`config.mk`:
```
export PLATFORM = sky130hd
export DESIGN_NAME = edib_word_rx
export DESIGN_NICKNAME = d
export VERILOG_FILES = /design/src/rtl/edib_pkg.sv /design/src/rtl/edib_rx_fifo.sv /design/src/rtl/edib_word_rx.sv
export SDC_FILE = /design/constraint.sdc
export NUM_CORES = 1
export LEC_CHECK = 0
export ABC_CLOCK_PERIOD_IN_PS = 5500
export BUFFER_PORTS_ARGS = -buffer_cell sky130_fd_sc_hd__buf_2
export CAP_MARGIN = 20
export CORE_ASPECT_RATIO = 0.9
export CORE_MARGIN = 5
export CORE_UTILIZATION = 40
export CTS_CLUSTER_SIZE = 24
export DETAILED_ROUTE_END_ITERATION = 8
export SLEW_MARGIN = 40
export SYNTH_ARGS = -nofsm -noshare
export SYNTH_HDL_FRONTEND = slang
export SYNTH_SLANG_ARGS = --single-unit
```
`constraint.sdc`:
```
create_clock -name Clk -period 5.5 [get_ports Clk]
set_input_delay 1.1 -clock Clk [delete_from_list [all_inputs] [get_ports Clk]]
set_output_delay 1.1 -clock Clk [all_outputs]
set_load 0.01 [all_outputs]
```
`src/rtl/edib_pkg.sv`:
```
// Shared types for the EDIB word receiver: FSM states, status codes and the
// sync-length tolerance.
package edib_pkg;

  typedef enum logic [2:0] {
    IDLE,
    SYNC_A,
    SYNC_B,
    DATA,
    DONE
  } state_e;

  typedef enum logic [1:0] {
    EDIB_ERR_OK  = 2'b00,
    EDIB_ERR_PAR = 2'b01,
    EDIB_ERR_MAN = 2'b10
  } err_e;

  // Allowed deviation of a sync half from its nominal 3H length.
  function automatic int sync_tol(input int half_bit_clks);
    return half_bit_clks / 2;
  endfunction

endpackage

```
`src/rtl/edib_rx_fifo.sv`:
```
// Word FIFO for the EDIB receiver. A pop in the same cycle as a push frees
// the slot, so a push into a full FIFO still succeeds when the head leaves.
module edib_rx_fifo #(
  parameter int WIDTH = 19,
  parameter int DEPTH = 4
) (
  input  logic                     clk_i,
  input  logic                     rst_i,
  input  logic                     push_i,
  input  logic [WIDTH-1:0]         data_i,
  input  logic                     pop_i,
  output logic [WIDTH-1:0]         data_o,
  output logic [$clog2(DEPTH):0]   level_o,
  output logic                     full_o,
  output logic                     empty_o
);

  localparam int AW = $clog2(DEPTH);

  logic [WIDTH-1:0] mem_q [DEPTH];
  logic [AW-1:0]    wr_q, rd_q;
  logic [AW:0]      level_q;
  logic             push_ok, pop_ok;

  assign empty_o = (level_q == '0);
  assign full_o  = (level_q == (AW+1)'(DEPTH));
  assign pop_ok  = pop_i && !empty_o;
  assign push_ok = push_i && (!full_o || pop_ok);

  // NOTE: sequential state uses non-blocking assignments so every register
  // samples the pre-edge values of the others.
  always_ff @(posedge clk_i) begin
    if (rst_i) begin
      wr_q    <= '0;
      rd_q    <= '0;
      level_q <= '0;
    end else begin
      if (push_ok) wr_q <= wr_q + AW'(1);
      if (pop_ok)  rd_q <= rd_q + AW'(1);
      case ({push_ok, pop_ok})
        2'b10:   level_q <= level_q + (AW+1)'(1);
        2'b01:   level_q <= level_q - (AW+1)'(1);
        default: ;
      endcase
    end
  end

  // NOTE: storage is deliberately not reset; the head is masked while empty
  // instead, which keeps the array as plain RAM.
  always_ff @(posedge clk_i) begin
    if (push_ok) mem_q[wr_q] <= data_i;
  end

  assign data_o  = empty_o ? '0 : mem_q[rd_q];
  assign level_o = level_q;

endmodule

```
`src/rtl/edib_word_rx.sv`:
```
// EDIB serial word receiver: sync hunt, Manchester decode, odd parity check
// and a word FIFO. Define EDIB_RX_GLITCH_FILTER_EN for a 3-sample majority filter.
module edib_word_rx
  import edib_pkg::*;
#(
  parameter int HALF_BIT_CLKS = 576,
  parameter int DATA_W        = 16,
  parameter int FIFO_DEPTH    = 4
) (
  input  logic                          Clk,
  input  logic                          Rst,
  input  logic                          RxIn,
  output logic                          RxValid,
  input  logic                          RxReady,
  output logic [DATA_W-1:0]             RxData,
  output logic                          RxType,
  output logic [1:0]                    RxErr,
  output logic [$clog2(FIFO_DEPTH):0]   FifoLevel,
  output logic                          Overflow,
  output logic [7:0]                    SyncErrCnt,
  output logic                          Busy
);

  localparam int H      = HALF_BIT_CLKS;
  localparam int TOL    = sync_tol(HALF_BIT_CLKS);
  localparam int NBITS  = DATA_W + 1;
  localparam int NSAMP  = 2 * NBITS;
  localparam int CNT_W  = $clog2(4 * H + 1);
  localparam int SMP_W  = $clog2(NSAMP);

  localparam logic [CNT_W-1:0] C_HM1  = CNT_W'(H - 1);
  localparam logic [CNT_W-1:0] C_HALF = CNT_W'(H / 2);
  localparam logic [CNT_W-1:0] C_3H   = CNT_W'(3 * H);
  localparam logic [CNT_W-1:0] C_LO   = CNT_W'(3 * H - TOL);
  localparam logic [CNT_W-1:0] C_HI   = CNT_W'(3 * H + TOL);
  localparam logic [CNT_W-1:0] C_4H   = CNT_W'(4 * H);
  localparam logic [SMP_W-1:0] SMP_LAST = SMP_W'(NSAMP - 1);

  logic sync1_q, sync2_q, s, s_prev_q, edge_det;

`ifdef EDIB_RX_GLITCH_FILTER_EN
  logic dly1_q, dly2_q;
  always_ff @(posedge Clk) begin
    if (Rst) begin
      dly1_q <= 1'b0;
      dly2_q <= 1'b0;
    end else begin
      dly1_q <= sync2_q;
      dly2_q <= dly1_q;
    end
  end
  assign s = (sync2_q & dly1_q) | (sync2_q & dly2_q) | (dly1_q & dly2_q);
`else
  assign s = sync2_q;
`endif

  assign edge_det = s ^ s_prev_q;

  state_e             state_q, state_d;
  logic [CNT_W-1:0]   cnt_q, cnt_d;      // RunCnt / sync count / Phase
  logic [SMP_W-1:0]   smp_q, smp_d;
  logic [NSAMP-1:0]   shift_q, shift_d;
  logic               lvl_q, lvl_d, type_q, type_d, push_q, push_d, ovf_q;
  logic [7:0]         serr_q, serr_d;

  always_ff @(posedge Clk) begin
    if (Rst) begin
      sync1_q  <= 1'b0;
      sync2_q  <= 1'b0;
      s_prev_q <= 1'b0;
      state_q  <= IDLE;
      cnt_q    <= '0;
      smp_q    <= '0;
      shift_q  <= '0;
      lvl_q    <= 1'b0;
      type_q   <= 1'b0;
      push_q   <= 1'b0;
      serr_q   <= '0;
    end else begin
      sync1_q  <= RxIn;
      sync2_q  <= sync1_q;
      s_prev_q <= s;
      state_q  <= state_d;
      cnt_q    <= cnt_d;
      smp_q    <= smp_d;
      shift_q  <= shift_d;
      lvl_q    <= lvl_d;
      type_q   <= type_d;
      push_q   <= push_d;
      serr_q   <= serr_d;
    end
  end

  // NOTE: every variable gets a default first so no path infers a latch.
  always_comb begin
    state_d = state_q;
    cnt_d   = cnt_q;
    smp_d   = smp_q;
    shift_d = shift_q;
    lvl_d   = lvl_q;
    type_d  = type_q;
    push_d  = 1'b0;
    serr_d  = serr_q;
    case (state_q)
      IDLE: if (edge_det) begin
        state_d = SYNC_A;
        cnt_d   = '0;
        lvl_d   = s;
      end
      SYNC_A: begin
        if (edge_det) begin
          if (cnt_q >= C_LO && cnt_q <= C_HI) begin
            state_d = SYNC_B;
            type_d  = lvl_q;
            cnt_d   = CNT_W'(1);  // cycles elapsed since the mid-sync edge
          end else begin
            cnt_d = '0;
            lvl_d = s;
          end
        end else if (cnt_q != C_4H) begin
          cnt_d = cnt_q + CNT_W'(1);
        end
      end
      SYNC_B: begin
        if (edge_det && cnt_q < C_LO) begin
          if (serr_q != 8'hFF) serr_d = serr_q + 8'd1;
          state_d = SYNC_A;
          cnt_d   = '0;
          lvl_d   = s;
        end else if (cnt_q == C_3H) begin
          state_d = DATA;
          cnt_d   = '0;
          smp_d   = '0;
        end else begin
          cnt_d = cnt_q + CNT_W'(1);
        end
      end
      DATA: begin
        cnt_d = (edge_det || cnt_q == C_HM1) ? '0 : cnt_q + CNT_W'(1);
        if (cnt_q == C_HALF) begin
          shift_d = {shift_q[NSAMP-2:0], s};
          smp_d   = smp_q + SMP_W'(1);
          if (smp_q == SMP_LAST) begin
            state_d = DONE;
            push_d  = 1'b1;
          end
        end
      end
      DONE: begin
        // Leave at the end of the parity's second half so a following sync
        // is timed from the true word boundary.
        if (edge_det || cnt_q == C_HM1) begin
          state_d = SYNC_A;
          cnt_d   = '0;
          lvl_d   = s;
        end else begin
          cnt_d = cnt_q + CNT_W'(1);
        end
      end
      default: state_d = IDLE;
    endcase
  end

  logic [NBITS-1:0] firsts;
  logic             man_err;
  err_e             err;

  always_comb begin
    firsts  = '0;
    man_err = 1'b0;
    for (int j = 0; j < NBITS; j++) begin
      firsts[j] = shift_q[2*j+1];
      if (shift_q[2*j+1] == shift_q[2*j]) man_err = 1'b1;
    end
    if (man_err)      err = EDIB_ERR_MAN;
    else if (^firsts) err = EDIB_ERR_OK;
    else              err = EDIB_ERR_PAR;
  end

  logic [DATA_W+2:0] fifo_dout;
  logic              fifo_full, fifo_empty;

  edib_rx_fifo #(
    .WIDTH(DATA_W + 3),
    .DEPTH(FIFO_DEPTH)
  ) u_fifo (
    .clk_i   (Clk),
    .rst_i   (Rst),
    .push_i  (push_q),
    .data_i  ({type_q, err, firsts[NBITS-1:1]}),
    .pop_i   (RxReady),
    .data_o  (fifo_dout),
    .level_o (FifoLevel),
    .full_o  (fifo_full),
    .empty_o (fifo_empty)
  );

  always_ff @(posedge Clk) begin
    if (Rst) ovf_q <= 1'b0;
    else     ovf_q <= push_q && fifo_full && !(RxReady && !fifo_empty);
  end

  assign RxValid    = !fifo_empty;
  assign RxType     = fifo_dout[DATA_W+2];
  assign RxErr      = fifo_dout[DATA_W+1:DATA_W];
  assign RxData     = fifo_dout[DATA_W-1:0];
  assign Overflow   = ovf_q;
  assign SyncErrCnt = serr_q;
  assign Busy       = state_q inside {SYNC_B, DATA, DONE};

endmodule

```
==> results_dict.tcl, run 1 <==
set metrics [dict create \
    gp_congestion 0.8524 \
    start_util_pct 40.37 \
    ir_drop_v 0.0002085 \
    p_leak_uw 0.002720 \
    clock_sinks 155 \
    end_kind "flop" \
    grt_max_degree 64 \
    multi_input_area_um2 2725 \
    synth.most_common_cell "nand2_1" \
    hold_path.class "reg -> reg" \
    finalWorstSetupSlack_ns 2.381 \
    p_sw_uw 520.1 \
    slew_violations 0 \
    syn_inst 583 \
    numCtsBuffers 17 \
    viasPerCell 5.217 \
    io_pins 37 \
    dr_total_vias 4372 \
    layout_min_cycle_time_ns 3.119 \
    rsz0062_at_grt "false" \
    fin_nets 629 \
    yosysTopAreaCell "edfxtp_1" \
    intPower_uw 1815 \
    avgSynthCellArea_um2 11.62 \
    synth-seq-area-share_pct 57.05 \
    worstSetupPathType "in -> reg" \
    drc 0 \
    hold_violations 0 \
    grt-ovfl-total 0 \
    pwr-share-seq_pct 51.7 \
    ant_nets 0 \
    clock-root-buffer "clkbuf_16" \
    yosysWarnings 0 \
    ctsHoldBuffers 0 \
    synth-edff-count 76 \
    rows 45 \
    async_flop_share_pct 0 \
    fill_cells 1535 \
    finalCoreUtilization_pct 45.61 \
    io_buffers 36 \
    worstMarginPinSlew_ns 0.8014 \
    synth.top_cell.area_share_pct 33.70 \
    ys_dominant_reg_cell "dfxtp_1" \
    synthTopCellsByCount "nand2_1 (89), dfxtp_1 (79), edfxtp_1 (76)" \
    clk_latency_ns 0.42 \
    post-cts-setup-buffers 0 \
    critical_path_required_ns 5.84 \
    clkPwrFrac_pct 46.1 \
    die_area_um2 19640 \
    whs_ns 0.4353 \
    area_growth_pct 12.99 \
    clock_path_buffers 2 \
    synth_cell_types 60 \
    start_kind "input pin" \
    first_pass_iters 7 \
    setup_violations 0 \
    cts.htree.levels 4 \
    max_slew_margin_pct 46.57 \
    syn_area_um2 6773 \
    wl_per_cell_um 15.75 \
    cp_max_fo 6 \
    place_hpwl_um 8519 \
    fmax_ghz 0.3206 \
    layout-drive-gt1-share_pct 18.66 \
    grt_pass1_vias 4309 \
    path_clk_slew_ns 0.06 \
    coreArea_um2 16780 \
    die_h_um 133.4 \
    antenna_cells 0 \
    swShare_pct 22.27 \
    power_density_nw_per_um2 305.2 \
    track_usage_pct 13.94 \
    cts_resized 0 \
    max-cap-violations 0 \
    antenna_found_initial 0 \
    cts_tree "built" \
    pwr-share-comb_pct 2.2 \
    post-route-period-util_pct 56.71 \
    drt_iter0_drc 320 \
    synth.area.top_cells "edfxtp_1 (34%), dfxtp_1 (23%), mux4_2 (6.3%), nand2_1 (4.9%), xor2_1 (4.5%)" \
    setup_tns_ns 0 \
    post-place-ws_ns 1.963 \
    place_area_um2 7103 \
    register_area_um2 3865 \
    status "completed" \
    die_x_um 147.2 \
    grt_pass1_wl_um 21830 \
    finalWirelength_um 13200 \
    ys_seq_elements 155 \
    final_cell_area_um2 7652 \
    critPathArrivalTime_ns 3.46 \
    syn-num-nets 598 \
    finClkSkew_ns 0.006014 \
]
[cells by family after synthesis]
| group | share of synthesized area (%) |
|---|---|
| adder cells (fa/ha/maj) | 2.143 |
| XOR/XNOR | 7.371 |
| AND/OR/NAND/NOR | 16.61 |
| multiplexers | 6.614 |
| AO/OA/AOI/OAI | 7.408 |
| buffers and inverters | 2.808 |
| flip-flops | 57.05 |
[layer usage]
| metal | part of all wire, % | track usage, % | vias up |
|---|---|---|---|
| met3 | 3.8 | 4.252 | 21 |
| met1 | 47 | 18.33 | 2114 |
| met5 | 0 | 0 | - |
| met2 | 48 | 22.36 | 103 |
| li1 | - | - | 2134 |
| met4 | 1.4 | 4.193 | 0 |
[cells in the final DEF, fill, tap and decap left out, types with 3 or more instances in the layout]
| cell type | netlist | layout |
|---|---|---|
| edfxtp_1 | 76 | 76 |
| a211oi_1 | 5 | 5 |
| dfxtp_1 | 79 | 78 |
| xor2_1 | 35 | 35 |
| nor3b_1 | 3 | 3 |
| mux4_2 | 19 | 19 |
| buf_2 | 4 | 35 |
| xnor2_1 | 22 | 22 |
| nand3_1 | 10 | 10 |
| inv_1 | 12 | 12 |
| nor2b_1 | 3 | 3 |
| nor4_1 | 5 | 5 |
| or2b_2 | 3 | 3 |
| ha_1 | 10 | 10 |
| a21oi_1 | 43 | 43 |
| nand2_1 | 89 | 89 |
| clkbuf_16 | 0 | 17 |
| o2111ai_1 | 5 | 5 |
| o21ai_0 | 9 | 9 |
| and2_1 | 22 | 22 |
| inv_6 | 0 | 6 |
| nand4_1 | 9 | 9 |
| nor3_1 | 7 | 7 |
| and3_2 | 0 | 4 |
| buf_4 | 3 | 4 |
| nor2_1 | 40 | 40 |
| and3_1 | 10 | 6 |
| clkinvlp_4 | 0 | 3 |
[worst paths after layout]
check                                                 endpoint  slack (ns)  cells past startpoint                      startpoint
worst max register to register  u_fifo.level_o[2]$_SDFFE_PP0P_        2.75                      9  u_fifo.level_o[0]$_SDFFE_PP0P_
worst max-delay path            u_fifo.level_o[2]$_SDFFE_PP0P_        2.38                     10                         RxReady
worst min register to register                    s$_SDFF_PP0_        0.44                      1              sync1_q$_SDFF_PP0_
worst min-delay path                              s$_SDFF_PP0_        0.44                      1              sync1_q$_SDFF_PP0_
[through the flow]
| step | instances | power (µW) |
|---|---|---|
| after floorplan | 583 | 1272 |
| after global placement | 806 | 1281 |
| after detailed placement | 806 | 1282 |
| after CTS | 838 | 2363 |
| after global routing | 838 | 2426 |
| final | 838 | 2335 |
[flip-flops by register name, indices dropped and copies added (netlist names), named ones only]
name            count
SyncErrCnt          8
shift_q            34
cnt_q              12
lvl_q               1
Overflow            1
u_fifo.rd_q         2
smp_q               6
u_fifo.level_o      3
type_q              1
state_q             3
s                   1
s_prev_q            1
sync1_q             1
push_q              1
u_fifo.mem_q       76
u_fifo.wr_q         2
[layout make-up]
cell class                 count  share of cell area, %
multi-input combinational    389                  35.61
timing repair buffer          39                  2.681
tap                          211                  3.450
clock inverter                14                  1.422
inverter                      12                 0.5886
clock buffer                  18                  5.739
sequential                   155                  50.51
[critical path: stages]
cell	delay [ns]
buf_2	0.10
or4b_2	0.69
and2_1	0.23
inv_1	0.08
ha_1	0.19
inv_1	0.06
fa_1	0.38
xor2_1	0.16
or3_1	0.33
a21oi_1	0.14
[power groups by stage]
stage | clock network (µW) | logic [µW] | registers (µW)
3_3_place_gp | 0 | 49.8 | 1230
3_5_place_dp | 0 | 50.2 | 1230
6_report | 1080 | 51.5 | 1210
5_1_grt | 1160 | 57.3 | 1210
2_1_floorplan | 0 | 43.6 | 1230
4_1_cts | 1110 | 50.7 | 1210
(Power assumes the default switching activity.)
==> inputs of run 2 (changes only) <==
ABC_CLOCK_PERIOD_IN_PS = 3100   (was 5500)
clock period = 3.1 ns   (was 5.5 ns; I/O delays follow)
==> results_dict.tcl, run 2 (synthesized netlist as in run 1, its figures left out) <==
set metrics [dict create \
    layout_min_cycle_time_ns 2.665 \
    place_hpwl_um 8441 \
    fmax_ghz 0.3752 \
    clock_sinks 155 \
    hold_end "sync1_q$_SDFF_PP0_" \
    layout-drive-gt1-share_pct 19.12 \
    fin_nets 635 \
    drc 0 \
    viasPerCell 5.217 \
    grt_pass1_wl_um 22160 \
    first_pass_iters 4 \
    largest_reg_flops 76 \
    fill_cells 1557 \
    start_kind "flop" \
    cp_max_fo 5 \
    critPathArrivalTime_ns 3.01 \
    end_kind "flop" \
    clk_latency_ns 0.42 \
    wl_per_cell_um 15.68 \
    die_h_um 133.4 \
    ir_drop_v 0.0003997 \
    hold_path.class "in -> reg" \
    start_util_pct 40.37 \
    io_buffers 36 \
    grt-ovfl-total 0 \
    antenna_cells 0 \
    status "completed" \
    area_growth_pct 13.97 \
    setup_violations 0 \
    totalPowerFinal_uw 4240 \
    crit_slowest_cell "or4b_2" \
    power_density_nw_per_um2 549.4 \
    ant_nets 0 \
    cp_top_family "simple AND/OR/NAND/NOR gates" \
    ctsHoldBuffers 0 \
    post-route-period-util_pct 85.98 \
    finClkSkew_ns 0.009017 \
    drt_iter0_drc 350 \
    rsz0062_at_grt "false" \
    clock-root-buffer "clkbuf_16" \
    rows 45 \
    coreArea_um2 16780 \
    path_clk_slew_ns 0.06 \
    timing.critical_path.mode_cell "inv_1" \
    setup_tns_ns 0 \
    p_leak_uw 0.002764 \
    slowest_delay_ns 0.69 \
    critical_path_required_ns 3.45 \
    rr_endpoint "u_fifo.level_o[2]$_SDFFE_PP0P_" \
    clock_path_buffers 2 \
    crit_chain "or4b_2 > and2_1 > inv_1 > ha_1 > inv_1 > fa_1 > xor2_1 > or3_1 > a21oi_1" \
    antenna_found_initial 0 \
    final_cell_mix "nand2_1 (89), dfxtp_1 (79), edfxtp_1 (76)" \
    r2r_start "u_fifo.level_o[0]$_SDFFE_PP0P_" \
    worstSetupPathType "reg -> reg" \
    dr_total_vias 4403 \
    rrSetupSlack_ns 0.43 \
    max_slew_margin_pct 49.38 \
    top_register "u_fifo.mem_q" \
    grt_max_degree 63 \
    max-cap-violations 0 \
    numCtsBuffers 17 \
    layout_commonest_cell "nand2_1" \
    grt_pass1_vias 4340 \
    ff2ff_path_depth 9 \
    gp_congestion 0.8501 \
    die_area_um2 19640 \
    io_pins 37 \
    cts_resized 0 \
    worstMarginPinSlew_ns 0.7523 \
    cts_tree "built" \
    die_x_um 147.2 \
    cts.htree.levels 4 \
    slew_violations 0 \
    track_usage_pct 14.16 \
    largestRegisters "u_fifo.mem_q x76, shift_q x34, cnt_q x12" \
    hold_path_depth 2 \
    critical_path_buf_inv_count 2 \
    post-cts-setup-buffers 0 \
    finalWirelength_um 13230 \
    hp-start "RxIn" \
    hold_violations 0 \
]
## run 2: cell types whose count changed in the layout (fill, tap and decap cells not counted), sizes merged
cell	delta
clkinvlp	-1
buf	+6
bufinv	+1
inv	-1
clkinv	+1
## run 2: routing by layer
layer / track usage, % / up-vias / part of all wire, %
met1: 18.81 / 2130 / 46
met4: 5.487 / 0 / 1.7
met3: 4.082 / 22 / 4.7
met5: 0 / - / 0
met2: 22.03 / 105 / 47
li1: - / 2146 / -
## run 2: cell type report
class	count	area, µm²	area share (%)
well taps	211	264.0	3.420
multi-input cells	389	2724	35.29
clock inverters	14	135.1	1.751
inverters	12	45.04	0.5836
repair buffers	45	247.7	3.210
flip-flops and latches	155	3864	50.06
clock buffers	18	439.2	5.690
## run 2: how the worst max path moves through the flow
stage,startpoint,endpoint,slack (ns),depth (start not counted)
after floorplan,RxReady,u_fifo.level_o[2]$_SDFFE_PP0P_,0.33,9
after global placement,RxReady,u_fifo.level_o[2]$_SDFFE_PP0P_,0.21,10
after detailed placement,RxReady,u_fifo.level_o[2]$_SDFFE_PP0P_,0.14,10
after CTS,flop,RxType,0.42,4
after global routing,u_fifo.level_o[0]$_SDFFE_PP0P_,u_fifo.level_o[2]$_SDFFE_PP0P_,0.28,9
final,u_fifo.level_o[0]$_SDFFE_PP0P_,u_fifo.level_o[2]$_SDFFE_PP0P_,0.43,9
## run 2: report_power, final
group          switching (µW)  internal, µW  total [µW]
clock                     862          1140        2010
combinational            61.9          32.7        94.6
sequential               8.09          2130        2140
## run 2: per-stage QoR
stage               worst slack (ns)  hold WS, ns  cell area, µm²  util (%)  cells
floorplan                     0.3286       0.4138            6773         -    583
global placement              0.2067       0.4289            7139     42.55    812
detailed placement            0.1392       0.4267            7144     42.58    812
CTS                           0.4182       0.4189            7719     46.00    844
global route                  0.2785       0.4272            7719     46.00    844
finish                        0.4347       0.4339            7719     46.00    844
